<file path="src/rtl/lfsr_axi_fetch.sv">
// lfsr_axi_fetch: AXI4-Lite read master that drains the LFSR peripheral.
// Each output pair is built from two reads:
//   - the address read at BASE_ADDR supplies the low PAIR_ADDR_WIDTH bits;
//   - the data read at BASE_ADDR+4 supplies the full data word.
// The pair is then offered on a valid/ready port.
//
// Ports:
//   m00_axi_aclk / m00_axi_aresetn : clock, async active-low reset
//   start, count                   : launch a run of `count` pairs (sampled in IDLE)
//   busy, done, err                : run in progress, end-of-run pulse, sticky error
//   m00_axi_ar* / m00_axi_r*       : AXI4-Lite read address / read data channels
//   pair_valid/ready/addr/data     : output pair stream
//
// Optional build macro: LFSR_FETCH_RRESP_CHECK_EN.
// When defined, a non-OKAY rresp aborts the run and sets err.
module lfsr_axi_fetch #(
    parameter int unsigned C_M00_AXI_ADDR_WIDTH = 4,
    parameter int unsigned C_M00_AXI_DATA_WIDTH = 32,
    parameter int unsigned PAIR_ADDR_WIDTH      = 10,
    parameter int unsigned BASE_ADDR            = 0,
    parameter int unsigned COUNT_WIDTH          = 16
) (
    input  logic                            m00_axi_aclk,
    input  logic                            m00_axi_aresetn,
    input  logic                            start,
    input  logic [COUNT_WIDTH-1:0]          count,
    output logic                            busy,
    output logic                            done,
    output logic                            err,
    output logic [C_M00_AXI_ADDR_WIDTH-1:0] m00_axi_araddr,
    output logic [2:0]                      m00_axi_arprot,
    output logic                            m00_axi_arvalid,
    input  logic                            m00_axi_arready,
    input  logic [C_M00_AXI_DATA_WIDTH-1:0] m00_axi_rdata,
    input  logic [1:0]                      m00_axi_rresp,
    input  logic                            m00_axi_rvalid,
    output logic                            m00_axi_rready,
    output logic                            pair_valid,
    input  logic                            pair_ready,
    output logic [PAIR_ADDR_WIDTH-1:0]      pair_addr,
    output logic [C_M00_AXI_DATA_WIDTH-1:0] pair_data
);

    localparam logic [C_M00_AXI_ADDR_WIDTH-1:0] ADDR_A = C_M00_AXI_ADDR_WIDTH'(BASE_ADDR);
    localparam logic [C_M00_AXI_ADDR_WIDTH-1:0] ADDR_D = C_M00_AXI_ADDR_WIDTH'(BASE_ADDR + 4);

    typedef enum logic [2:0] {
        S_IDLE,
        S_AR_A,
        S_R_A,
        S_AR_D,
        S_R_D,
        S_OUT
    } state_e;

    state_e                            state_q;
    logic [COUNT_WIDTH-1:0]            remaining_q;
    logic [COUNT_WIDTH-1:0]            remaining_d;
    logic                              busy_q;
    logic                              done_q;
    logic                              err_q;
    logic [C_M00_AXI_ADDR_WIDTH-1:0]   araddr_q;
    logic                              arvalid_q;
    logic                              rready_q;
    logic                              pair_valid_q;
    logic [PAIR_ADDR_WIDTH-1:0]        pair_addr_q;
    logic [C_M00_AXI_DATA_WIDTH-1:0]   pair_data_q;
    logic                              rresp_bad_c;

    // Remaining count after the pair currently in OUT is accepted.
    assign remaining_d = remaining_q - COUNT_WIDTH'(1);

`ifdef LFSR_FETCH_RRESP_CHECK_EN
    assign rresp_bad_c = (m00_axi_rresp != 2'b00);
`else
    // rresp is ignored in this build.
    logic unused_rresp_c;
    assign unused_rresp_c = ^m00_axi_rresp;
    assign rresp_bad_c    = 1'b0;
`endif

    // Run-control FSM; all outputs are registered here.
    always_ff @(posedge m00_axi_aclk or negedge m00_axi_aresetn) begin
        if (!m00_axi_aresetn) begin
            state_q      <= S_IDLE;
            remaining_q  <= '0;
            busy_q       <= 1'b0;
            done_q       <= 1'b0;
            err_q        <= 1'b0;
            araddr_q     <= '0;
            arvalid_q    <= 1'b0;
            rready_q     <= 1'b0;
            pair_valid_q <= 1'b0;
            pair_addr_q  <= '0;
            pair_data_q  <= '0;
        end else begin
            done_q <= 1'b0;
            case (state_q)
                S_IDLE: begin
                    if (start) begin
                        err_q <= 1'b0;
                        if (count == '0) begin
                            done_q <= 1'b1;
                        end else begin
                            remaining_q <= count;
                            busy_q      <= 1'b1;
                            arvalid_q   <= 1'b1;
                            araddr_q    <= ADDR_A;
                            state_q     <= S_AR_A;
                        end
                    end
                end
                S_AR_A: begin
                    if (m00_axi_arready) begin
                        arvalid_q <= 1'b0;
                        rready_q  <= 1'b1;
                        state_q   <= S_R_A;
                    end
                end
                S_R_A: begin
                    if (m00_axi_rvalid) begin
                        rready_q <= 1'b0;
                        if (rresp_bad_c) begin
                            err_q   <= 1'b1;
                            done_q  <= 1'b1;
                            busy_q  <= 1'b0;
                            state_q <= S_IDLE;
                        end else begin
                            pair_addr_q <= m00_axi_rdata[PAIR_ADDR_WIDTH-1:0];
                            arvalid_q   <= 1'b1;
                            araddr_q    <= ADDR_D;
                            state_q     <= S_AR_D;
                        end
                    end
                end
                S_AR_D: begin
                    if (m00_axi_arready) begin
                        arvalid_q <= 1'b0;
                        rready_q  <= 1'b1;
                        state_q   <= S_R_D;
                    end
                end
                S_R_D: begin
                    if (m00_axi_rvalid) begin
                        rready_q <= 1'b0;
                        if (rresp_bad_c) begin
                            err_q   <= 1'b1;
                            done_q  <= 1'b1;
                            busy_q  <= 1'b0;
                            state_q <= S_IDLE;
                        end else begin
                            pair_data_q  <= m00_axi_rdata;
                            pair_valid_q <= 1'b1;
                            state_q      <= S_OUT;
                        end
                    end
                end
                S_OUT: begin
                    if (pair_ready) begin
                        pair_valid_q <= 1'b0;
                        remaining_q  <= remaining_d;
                        if (remaining_d == '0) begin
                            done_q  <= 1'b1;
                            busy_q  <= 1'b0;
                            state_q <= S_IDLE;
                        end else begin
                            arvalid_q <= 1'b1;
                            araddr_q  <= ADDR_A;
                            state_q   <= S_AR_A;
                        end
                    end
                end
                default: begin
                    state_q <= S_IDLE;
                end
            endcase
        end
    end

    assign busy            = busy_q;
    assign done            = done_q;
    assign err             = err_q;
    assign m00_axi_araddr  = araddr_q;
    assign m00_axi_arprot  = 3'b000;
    assign m00_axi_arvalid = arvalid_q;
    assign m00_axi_rready  = rready_q;
    assign pair_valid      = pair_valid_q;
    assign pair_addr       = pair_addr_q;
    assign pair_data       = pair_data_q;

endmodule

</file>
<file path="config.mk">
export PLATFORM = sky130hd
export DESIGN_NAME = lfsr_axi_fetch
export DESIGN_NICKNAME = d
export VERILOG_FILES = /design/src/rtl/lfsr_axi_fetch.sv
export SDC_FILE = /design/constraint.sdc
export NUM_CORES = 1
export LEC_CHECK = 0
export CAP_MARGIN = 30
export CORE_MARGIN = 2
export CORE_UTILIZATION = 40
export DETAILED_ROUTE_END_ITERATION = 10
export GPL_ROUTABILITY_DRIVEN = 0
export PLACE_DENSITY = 0.72
export SLEW_MARGIN = 20
export SYNTH_ARGS = -nofsm -noshare
export SYNTH_HDL_FRONTEND = slang
export SYNTH_SLANG_ARGS = --single-unit
</file>
<file path="constraint.sdc">
create_clock -name m00_axi_aclk -period 2.4 [get_ports m00_axi_aclk]
set_input_delay 0.6 -clock m00_axi_aclk [delete_from_list [all_inputs] [get_ports m00_axi_aclk]]
set_output_delay 0.6 -clock m00_axi_aclk [all_outputs]
set_load 0.03 [all_outputs]
</file>
==> results of run 1 <==
-- sequential cells by signal, summed over array words and instances (netlist names) --
| name | count |
|---|---|
| m00_axi_rready | 1 |
| pair_valid | 1 |
| state_q | 3 |
| done | 1 |
| pair_addr | 10 |
| busy | 1 |
| pair_data | 32 |
| remaining_q | 16 |
| m00_axi_araddr | 1 |
| m00_axi_arvalid | 1 |
-- layer usage --
layer	vias up	global-route usage (%)	wire length, um	share of wire (%)
li1	1382	-	-	-
met1	1402	26.51	3638	43
met2	133	30.56	3899	46
met3	11	7.668	899	11
met4	0	8.213	119	1.4
met5	-	0	0	0
-- stage by stage --
stage / hold slack, ps / instances / total power [mW] / setup WS, ps
global route: 276.7 / 555 / 6.931 / 12.58
floorplan: 304.4 / 320 / 4.020 / 15.77
CTS: 279.4 / 555 / 6.513 / 22.43
global placement: 478.3 / 539 / 5.309 / -215.2
finish: 259.9 / 555 / 6.491 / 134.1
detailed placement: 483.9 / 539 / 5.409 / -232.8
-- final timing paths --
path                            startpoint        endpoint  slack [ps]  cells past startpoint
min in group m00_axi_aclk       pair_valid      pair_valid         500                      1
setup / recovery                 count[11]  remaining_q[8]         130                      9
hold / removal             m00_axi_aresetn  remaining_q[7]         260                      2
setup reg to reg            remaining_q[0]            busy         160                      6
max in group asynchronous  m00_axi_aresetn            done        1830                      2
hold reg to reg                 pair_valid      pair_valid         500                      1
-- placed cells by master (no fill, tap or decap), types with 4 or more instances in the layout --
cell                              netlist  layout
sky130_fd_sc_hd__clkdlybuf4s50_1        0     100
sky130_fd_sc_hd__dfrtp_1               67      67
sky130_fd_sc_hd__mux2_2                42      42
sky130_fd_sc_hd__buf_4                  7      37
sky130_fd_sc_hd__nor2_1                27      27
sky130_fd_sc_hd__a21oi_1               23      23
sky130_fd_sc_hd__o21ai_0               21      21
sky130_fd_sc_hd__nand2_1               18      18
sky130_fd_sc_hd__nor3_1                11       9
sky130_fd_sc_hd__clkbuf_8               0       9
sky130_fd_sc_hd__inv_1                  7       7
sky130_fd_sc_hd__conb_1                 1       7
sky130_fd_sc_hd__nand3_1                4       4
sky130_fd_sc_hd__o211ai_1               4       4
sky130_fd_sc_hd__nor4_1                 6       4
-- cells by family (layout without fill, tap and decap cells) --
| kind of cell | Yosys count | after routing | share of synthesized area (%) |
|---|---|---|---|
| AOI/OAI and AO/OA | 80 | 80 | 15.07 |
| DFF | 67 | 67 | 50.60 |
| other | 1 | 7 | 0.1132 |
| xor gates and xnor gates | 4 | 4 | 1.058 |
| adders and majority gates | 2 | 2 | 0.7552 |
| buffers and inverters | 34 | 164 | 4.909 |
| muxes | 43 | 43 | 14.58 |
| and+or+nand+nor | 83 | 83 | 12.92 |
-- layout make-up --
cell class,count,area (sq um)
flip-flops and latches,67,1677
well taps,105,131.4
clock buffers,9,123.9
fillers,667,3183
inverters,7,26.28
repair buffers,141,1344
multi-input cells,219,1548
clock inverters,7,101.3
-- power breakdown --
group / switching [mW] / internal (mW)
combinational: 1.81 / 1.57
sequential: 0.403 / 1.65
clock: 0.468 / 0.594
total: 2.68 / 3.81
==> report_table.html, run 1 <==
<table>
<tr><th>Metric</th><th>Value</th></tr>
<tr><th colspan="2">STA</th></tr>
<tr><td>Worst clock skew</td><td>between 10 and 15 ps</td></tr>
<tr><td>Shortest period the worst path allows</td><td>between 2000 and 2500 ps</td></tr>
<tr><td>Final worst-path cycle share</td><td>94.41%</td></tr>
<tr><td>Summed negative setup slack over all endpoints</td><td>0 ps</td></tr>
<tr><td>Fmax</td><td>between 400 and 500 MHz</td></tr>
<tr><td>RSZ-0062 raised after global routing</td><td>false</td></tr>
<tr><td>Fin. Hold Viols</td><td>0</td></tr>
<tr><td>Max-slew violation count</td><td>0</td></tr>
<tr><td>Final setup violating endpoints</td><td>0</td></tr>
<tr><th colspan="2">Layout</th></tr>
<tr><td>Core Util, Final</td><td>60.87%</td></tr>
<tr><td>Total inserted antenna cells</td><td>0</td></tr>
<tr><td>Share of final-layout standard cells stronger than drive strength 1</td><td>24.89%</td></tr>
<tr><td>Area growth from synthesis to layout</td><td>49.43%</td></tr>
<tr><td>Nets</td><td>slightly above 500</td></tr>
<tr><td>Final design instance area without fill</td><td>0.004951 sq mm</td></tr>
<tr><th colspan="2">Placement</th></tr>
<tr><td>Count of input and output buffers</td><td>101</td></tr>
<tr><td>Placed Area</td><td>roughly 0.0047 sq mm</td></tr>
<tr><td>Half-perimeter wire length after detailed placement</td><td>6122 um</td></tr>
<tr><th colspan="2">Floorplan</th></tr>
<tr><td>IO Pins</td><td>around 110</td></tr>
<tr><td>Width of the die</td><td>95.01 um</td></tr>
<tr><td>Number of cell rows</td><td>33</td></tr>
<tr><td>Area of the core</td><td>0.008134 sq mm</td></tr>
<tr><td>Starting utilization of the core area</td><td>approximately 41%</td></tr>
<tr><td>Chip height</td><td>95.01 um</td></tr>
<tr><td>Die Footprint</td><td>between 0.009 and 0.01 sq mm</td></tr>
<tr><th colspan="2">Yosys</th></tr>
<tr><td>Mean area per synthesized cell</td><td>10.55 sq um</td></tr>
<tr><td>Share of the yosys chip area belonging to registers</td><td>50.60%</td></tr>
<tr><td>Flip-flop and latch count after synthesis</td><td>67</td></tr>
<tr><td>Cell types occupying the most area after synthesis</td><td>sky130_fd_sc_hd__dfrtp_1 51%, sky130_fd_sc_hd__mux2_2 14%, sky130_fd_sc_hd__a21oi_1 3.5%, sky130_fd_sc_hd__o21ai_0 3.2%, sky130_fd_sc_hd__nor2_1 3.1%</td></tr>
<tr><td>Most instantiated cells after synthesis</td><td>67 x sky130_fd_sc_hd__dfrtp_1, 42 x sky130_fd_sc_hd__mux2_2, 27 x sky130_fd_sc_hd__nor2_1, 23 x sky130_fd_sc_hd__a21oi_1, 21 x sky130_fd_sc_hd__o21ai_0</td></tr>
<tr><td>Cell with the most instances after synthesis</td><td>sky130_fd_sc_hd__dfrtp_1</td></tr>
<tr><td>Synthesized cell area</td><td>0.003313 sq mm</td></tr>
<tr><td>Cell accounting for the most synthesized area</td><td>sky130_fd_sc_hd__dfrtp_1</td></tr>
<tr><td>Async SR Flop Fraction</td><td>100.0%</td></tr>
<tr><td>Top FF cell, synth</td><td>sky130_fd_sc_hd__dfrtp_1</td></tr>
<tr><td>Synthesis warning total</td><td>0</td></tr>
<tr><td>Number of instances in the synthesized netlist</td><td>314</td></tr>
<tr><td>Number of enable flip-flop cells after synthesis</td><td>0</td></tr>
<tr><td>Unique cell type count in the Yosys netlist</td><td>between 40 and 50</td></tr>
<tr><td>Share of the synthesized area in the top cell type</td><td>50.60%</td></tr>
<tr><th colspan="2">Drt</th></tr>
<tr><td>Vias per std cell</td><td>5.276</td></tr>
<tr><td>Remaining number of nets flagged by the antenna check after routing</td><td>0</td></tr>
<tr><td>Vias after detailed routing</td><td>approximately 2900</td></tr>
<tr><td>Detail-routed net length per standard cell</td><td>15.42 um</td></tr>
<tr><td>DR pass1 iterations</td><td>4</td></tr>
<tr><td>Total length of routed wires</td><td>8556 um</td></tr>
<tr><td>Number of DRC markers in iteration 0</td><td>109</td></tr>
<tr><td>Count of unresolved DRC violations after routing</td><td>0</td></tr>
<tr><th colspan="2">Outcome</th></tr>
<tr><td>Status</td><td>complete, no violations</td></tr>
<tr><th colspan="2">Global routing</th></tr>
<tr><td>Maximum number of pins on one net before global-route repair</td><td>68</td></tr>
<tr><td>Global-route wire length before repair</td><td>approximately 14000 um</td></tr>
<tr><td>Global route total overflow</td><td>0</td></tr>
<tr><td>Number of global-route vias before repair</td><td>between 2000 and 3000</td></tr>
<tr><td>GRT Overall Usage</td><td>20.32%</td></tr>
<tr><td>Initial antenna violation count</td><td>0</td></tr>
<tr><th colspan="2">Worst setup path</th></tr>
<tr><td>Buffer and inverter count on the worst path</td><td>3</td></tr>
<tr><td>Critical path cell sequence</td><td>clkdlybuf4s50_1 -&gt; nor4_1 -&gt; buf_4 -&gt; nand4_1 -&gt; buf_4 -&gt; nor2b_1 -&gt; a21o_2 -&gt; a21oi_1 -&gt; a21oi_1</td></tr>
<tr><td>Setup crit start kind</td><td>input pin</td></tr>
<tr><td>Critical Path Sink Type</td><td>flop</td></tr>
<tr><td>Endpoint arrival time on the critical path</td><td>2480 ps</td></tr>
<tr><td>Critical Path RT</td><td>2620 ps</td></tr>
<tr><td>Slowest cell on the critical path</td><td>sky130_fd_sc_hd__clkdlybuf4s50_1</td></tr>
<tr><td>Largest delay contributor family on the critical path</td><td>buffers and inverters</td></tr>
<tr><td>Worst Path Class, Setup</td><td>in -&gt; reg</td></tr>
<tr><td>Worst path max stage delay</td><td>around 430 ps</td></tr>
<tr><td>Top fanout value on the critical path</td><td>8</td></tr>
<tr><th colspan="2">Power and ir drop</th></tr>
<tr><td>PwrDens</td><td>roughly 1300 mW/mm^2</td></tr>
<tr><td>Maximum vdd ir drop</td><td>0.6781 mV</td></tr>
<tr><td>Leakage component of the power</td><td>roughly 2.1 nW</td></tr>
<tr><th colspan="2">CTS</th></tr>
<tr><td>Number of H-tree levels</td><td>3</td></tr>
<tr><td>Hold-fix buffer count after cts</td><td>0</td></tr>
<tr><td>CTS tree</td><td>done</td></tr>
<tr><td>Master cell of the clock root buffer</td><td>sky130_fd_sc_hd__clkbuf_8</td></tr>
<tr><td>Max Root-Sink Buffers</td><td>2</td></tr>
<tr><td>Number of gates resized after cts</td><td>0</td></tr>
<tr><td>Clock latency on the worst-skew pair</td><td>around 340 ps</td></tr>
<tr><td>Clock Sinks</td><td>67</td></tr>
<tr><td>Clock input transition at the sequential cells of the worst setup and hold paths</td><td>80 ps</td></tr>
<tr><td>Post-CTS setup buffer count</td><td>0</td></tr>
<tr><td>CTS buffer count</td><td>9</td></tr>
<tr><th colspan="2">Min path</th></tr>
<tr><td>Type of the tightest min-delay check</td><td>in -&gt; async</td></tr>
<tr><th colspan="2">Flow run</th></tr>
<tr><td>Maximum capacitance violations</td><td>0</td></tr>
</table>
No activity file was read; power rests on OpenSTA's default activity.
==> inputs of run 2 (changes only) <==
==> constraint.sdc (replaced) <==
create_clock -name m00_axi_aclk -period 2.4 [get_ports m00_axi_aclk]
set_input_delay 0.6 -clock m00_axi_aclk [delete_from_list [all_inputs] [get_ports m00_axi_aclk]]
set_output_delay 0.6 -clock m00_axi_aclk [all_outputs]
set_load 0.02 [all_outputs]
==> results of run 2 <==
The final DEF is identical to that of run 1. Status: complete, no violations.
Among the figures that moved: total power 6.491 mW -> 6.205 mW; worst IR drop on VDD 0.6781 mV -> 0.6563 mV
==> inputs of run 3 (changes only) <==
--- a/config.mk
+++ b/config.mk
@@ -7,10 +7,10 @@
 export LEC_CHECK = 0
 export CAP_MARGIN = 30
 export CORE_MARGIN = 2
-export CORE_UTILIZATION = 40
+export CORE_UTILIZATION = 41
 export DETAILED_ROUTE_END_ITERATION = 10
 export GPL_ROUTABILITY_DRIVEN = 0
-export PLACE_DENSITY = 0.72
+export PLACE_DENSITY = 0.74
 export SLEW_MARGIN = 20
 export SYNTH_ARGS = -nofsm -noshare
 export SYNTH_HDL_FRONTEND = slang
==> run 3 against run 2 <==
Net effect:
- utilization up 2.2 points
- clock skew is 3.6 ps lower
- wire length is 3.6% lower
- clock power down 8%
- die area down 2.3%
- highest routed layer unchanged
- setup slack got worse by 64 ps
- register-to-register slack worse by 30 ps
- flip-flop and latch count unchanged
- power is 2.5% lower
- combinational power is 3% lower
==> report_table.html, run 3 (synthesis results as in run 1) <==
<table>
<tr><th>Metric</th><th>Value</th></tr>
<tr><th colspan="2">Outcome</th></tr>
<tr><td>Status</td><td>complete, no violations</td></tr>
<tr><th colspan="2">CTS</th></tr>
<tr><td>Number of H-tree levels</td><td>3</td></tr>
<tr><td>Clock latency on the worst-skew pair</td><td>330 ps</td></tr>
<tr><td>Hold-fix buffer count after cts</td><td>0</td></tr>
<tr><td>CTS tree</td><td>done</td></tr>
<tr><td>Clock Sinks</td><td>67</td></tr>
<tr><td>Post-CTS setup buffer count</td><td>0</td></tr>
<tr><td>Max Root-Sink Buffers</td><td>2</td></tr>
<tr><td>Master cell of the clock root buffer</td><td>sky130_fd_sc_hd__clkbuf_8</td></tr>
<tr><td>Clock input transition at the sequential cells of the worst setup and hold paths</td><td>about 80 ps</td></tr>
<tr><td>CTS buffer count</td><td>9</td></tr>
<tr><th colspan="2">Power and ir drop</th></tr>
<tr><td>Leakage component of the power</td><td>2.032 nW</td></tr>
<tr><td>PwrDens</td><td>1235 mW/mm^2</td></tr>
<tr><td>Sum of internal, switching and leakage power</td><td>6.048 mW</td></tr>
<tr><td>Maximum vdd ir drop</td><td>0.7473 mV</td></tr>
<tr><th colspan="2">Layout</th></tr>
<tr><td>Final design instance area without fill</td><td>0.004897 sq mm</td></tr>
<tr><td>Total inserted antenna cells</td><td>0</td></tr>
<tr><td>Nets</td><td>500</td></tr>
<tr><td>Top library cells by usage in the layout, fill and taps aside</td><td>100 x sky130_fd_sc_hd__clkdlybuf4s50_1, 67 x sky130_fd_sc_hd__dfrtp_1, 42 x sky130_fd_sc_hd__mux2_2</td></tr>
<tr><td>Share of final-layout standard cells stronger than drive strength 1</td><td>23.71%</td></tr>
<tr><td>Max reg flops</td><td>32</td></tr>
<tr><td>Most frequent standard cell in the layout excluding fill and tap cells</td><td>sky130_fd_sc_hd__clkdlybuf4s50_1</td></tr>
<tr><td>Area growth from synthesis to layout</td><td>47.81%</td></tr>
<tr><th colspan="2">STA</th></tr>
<tr><td>Worst hold margin</td><td>332.1 ps</td></tr>
<tr><td>Final worst-path cycle share</td><td>97.09%</td></tr>
<tr><td>Post-route setup slack</td><td>69.81 ps</td></tr>
<tr><td>Max-slew violation count</td><td>0</td></tr>
<tr><td>Fmax</td><td>429.2 MHz</td></tr>
<tr><td>Worst max-slew margin expressed relative to the limit</td><td>between 40% and 50%</td></tr>
<tr><td>Shortest period the worst path allows</td><td>between 2000 and 2500 ps</td></tr>
<tr><td>Final setup violating endpoints</td><td>0</td></tr>
<tr><td>Slew of the pin with the lowest slew margin</td><td>about 770 ps</td></tr>
<tr><td>Worst clock skew</td><td>7.702 ps</td></tr>
<tr><td>Fin. Hold Viols</td><td>0</td></tr>
<tr><td>Summed negative setup slack over all endpoints</td><td>0 ps</td></tr>
<tr><th colspan="2">Min path</th></tr>
<tr><td>Type of the tightest min-delay check</td><td>in -&gt; async</td></tr>
<tr><th colspan="2">Drt</th></tr>
<tr><td>Total length of routed wires</td><td>8252 um</td></tr>
<tr><td>Vias after detailed routing</td><td>2857</td></tr>
<tr><td>Remaining number of nets flagged by the antenna check after routing</td><td>0</td></tr>
<tr><td>Vias per std cell</td><td>5.204</td></tr>
<tr><td>Count of unresolved DRC violations after routing</td><td>0</td></tr>
<tr><td>Number of DRC markers in iteration 0</td><td>105</td></tr>
<tr><td>Detail-routed net length per standard cell</td><td>15.03 um</td></tr>
<tr><td>DR pass1 iterations</td><td>4</td></tr>
<tr><th colspan="2">Worst setup path</th></tr>
<tr><td>Critical path cell sequence</td><td>clkdlybuf4s50_1 -&gt; nor4_2 -&gt; buf_4 -&gt; nand4_1 -&gt; buf_4 -&gt; nor2b_1 -&gt; a21o_2 -&gt; o211ai_1 -&gt; o21ai_0</td></tr>
<tr><td>Endpoint arrival time on the critical path</td><td>2540 ps</td></tr>
<tr><td>Slowest cell on the critical path</td><td>sky130_fd_sc_hd__clkdlybuf4s50_1</td></tr>
<tr><td>Register-to-register setup slack</td><td>130 ps</td></tr>
<tr><td>Worst path max stage delay</td><td>440 ps</td></tr>
<tr><td>Top fanout value on the critical path</td><td>8</td></tr>
<tr><td>Buffer and inverter count on the worst path</td><td>3</td></tr>
<tr><td>Critical Path Sink Type</td><td>flop</td></tr>
<tr><td>CP dominant cell by count</td><td>sky130_fd_sc_hd__buf_4</td></tr>
<tr><td>Worst Path Class, Setup</td><td>in -&gt; reg</td></tr>
<tr><td>Critical Path RT</td><td>around 2600 ps</td></tr>
<tr><td>Setup crit start kind</td><td>input pin</td></tr>
<tr><td>Largest delay contributor family on the critical path</td><td>buffers and inverters</td></tr>
<tr><th colspan="2">Global routing</th></tr>
<tr><td>Maximum number of pins on one net before global-route repair</td><td>34</td></tr>
<tr><td>GRT Overall Usage</td><td>between 10% and 20%</td></tr>
<tr><td>Grt met2 use</td><td>30.60%</td></tr>
<tr><td>Most utilized layer in the global route result</td><td>met2</td></tr>
<tr><td>Global route total overflow</td><td>0</td></tr>
<tr><td>Number of global-route vias before repair</td><td>2821</td></tr>
<tr><td>Global-route wire length before repair</td><td>about 13000 um</td></tr>
<tr><td>Met3 Use GR</td><td>8.828%</td></tr>
<tr><td>Initial antenna violation count</td><td>0</td></tr>
<tr><td>Met1 Usage GRT</td><td>24.15%</td></tr>
<tr><th colspan="2">Flow run</th></tr>
<tr><td>Maximum capacitance violations</td><td>0</td></tr>
<tr><th colspan="2">Placement</th></tr>
<tr><td>Pre-CTS worst setup slack</td><td>-304.7 ps</td></tr>
<tr><td>Half-perimeter wire length after detailed placement</td><td>5976 um</td></tr>
<tr><td>Count of input and output buffers</td><td>101</td></tr>
<tr><td>Placed Area</td><td>0.004666 sq mm</td></tr>
<tr><th colspan="2">Floorplan</th></tr>
<tr><td>Number of cell rows</td><td>32</td></tr>
<tr><td>Starting utilization of the core area</td><td>42.65%</td></tr>
<tr><td>Chip height</td><td>93.90 um</td></tr>
<tr><td>Area of the core</td><td>about 0.008 sq mm</td></tr>
<tr><td>Die Footprint</td><td>0.008816 sq mm</td></tr>
<tr><td>IO Pins</td><td>111</td></tr>
<tr><td>Width of the die</td><td>about 94 um</td></tr>
</table>
-- run 3: timing repair --
item	4_1_cts	5_1_grt
endpoints found under the setup margin	0	20
hold endpoints to repair	0	0
resized for setup	0	5
-- run 3: final timing paths --
kind,startpoint,endpoint,cells past startpoint
max in group asynchronous,m00_axi_aresetn,pair_valid,2
hold reg to reg,busy,busy,1
setup reg to reg,remaining_q[1],busy,8
setup / recovery,count[6],remaining_q[1],9
min in group m00_axi_aclk,busy,busy,1
hold / removal,m00_axi_aresetn,remaining_q[9],1
-- run 3: cell type report --
cell class / count / area (sq um)
Fill cell: 636 / 2870
Sequential cell: 67 / 1677
Multi-Input combinational cell: 219 / 1525
Timing Repair Buffer: 138 / 1334
Tap cell: 102 / 127.6
Clock buffer: 9 / 123.9
Clock inverter: 7 / 83.83
Inverter: 7 / 26.28
-- run 3: per-layer routing --
metal  vias to the layer above  wire length [um]
met5                         -                 0
met4                         0                66
met3                         6               754
met2                       105              3852
met1                      1365              3578
li1                       1381                 -
-- run 3: report_power, final --
part           internal [mW]  leakage, nW  switching, mW
clock                  0.500        0.103          0.480
sequential              1.65        0.815          0.422
combinational           1.53         1.11           1.47
-- run 3: metrics by stage --
step | utilization, % | cells
after CTS | 62.74 | 549
after global routing | 63.05 | 549
after global placement | 60.07 | 533
after detailed placement | 60.07 | 533
after floorplan | - | 320
final | 63.05 | 549
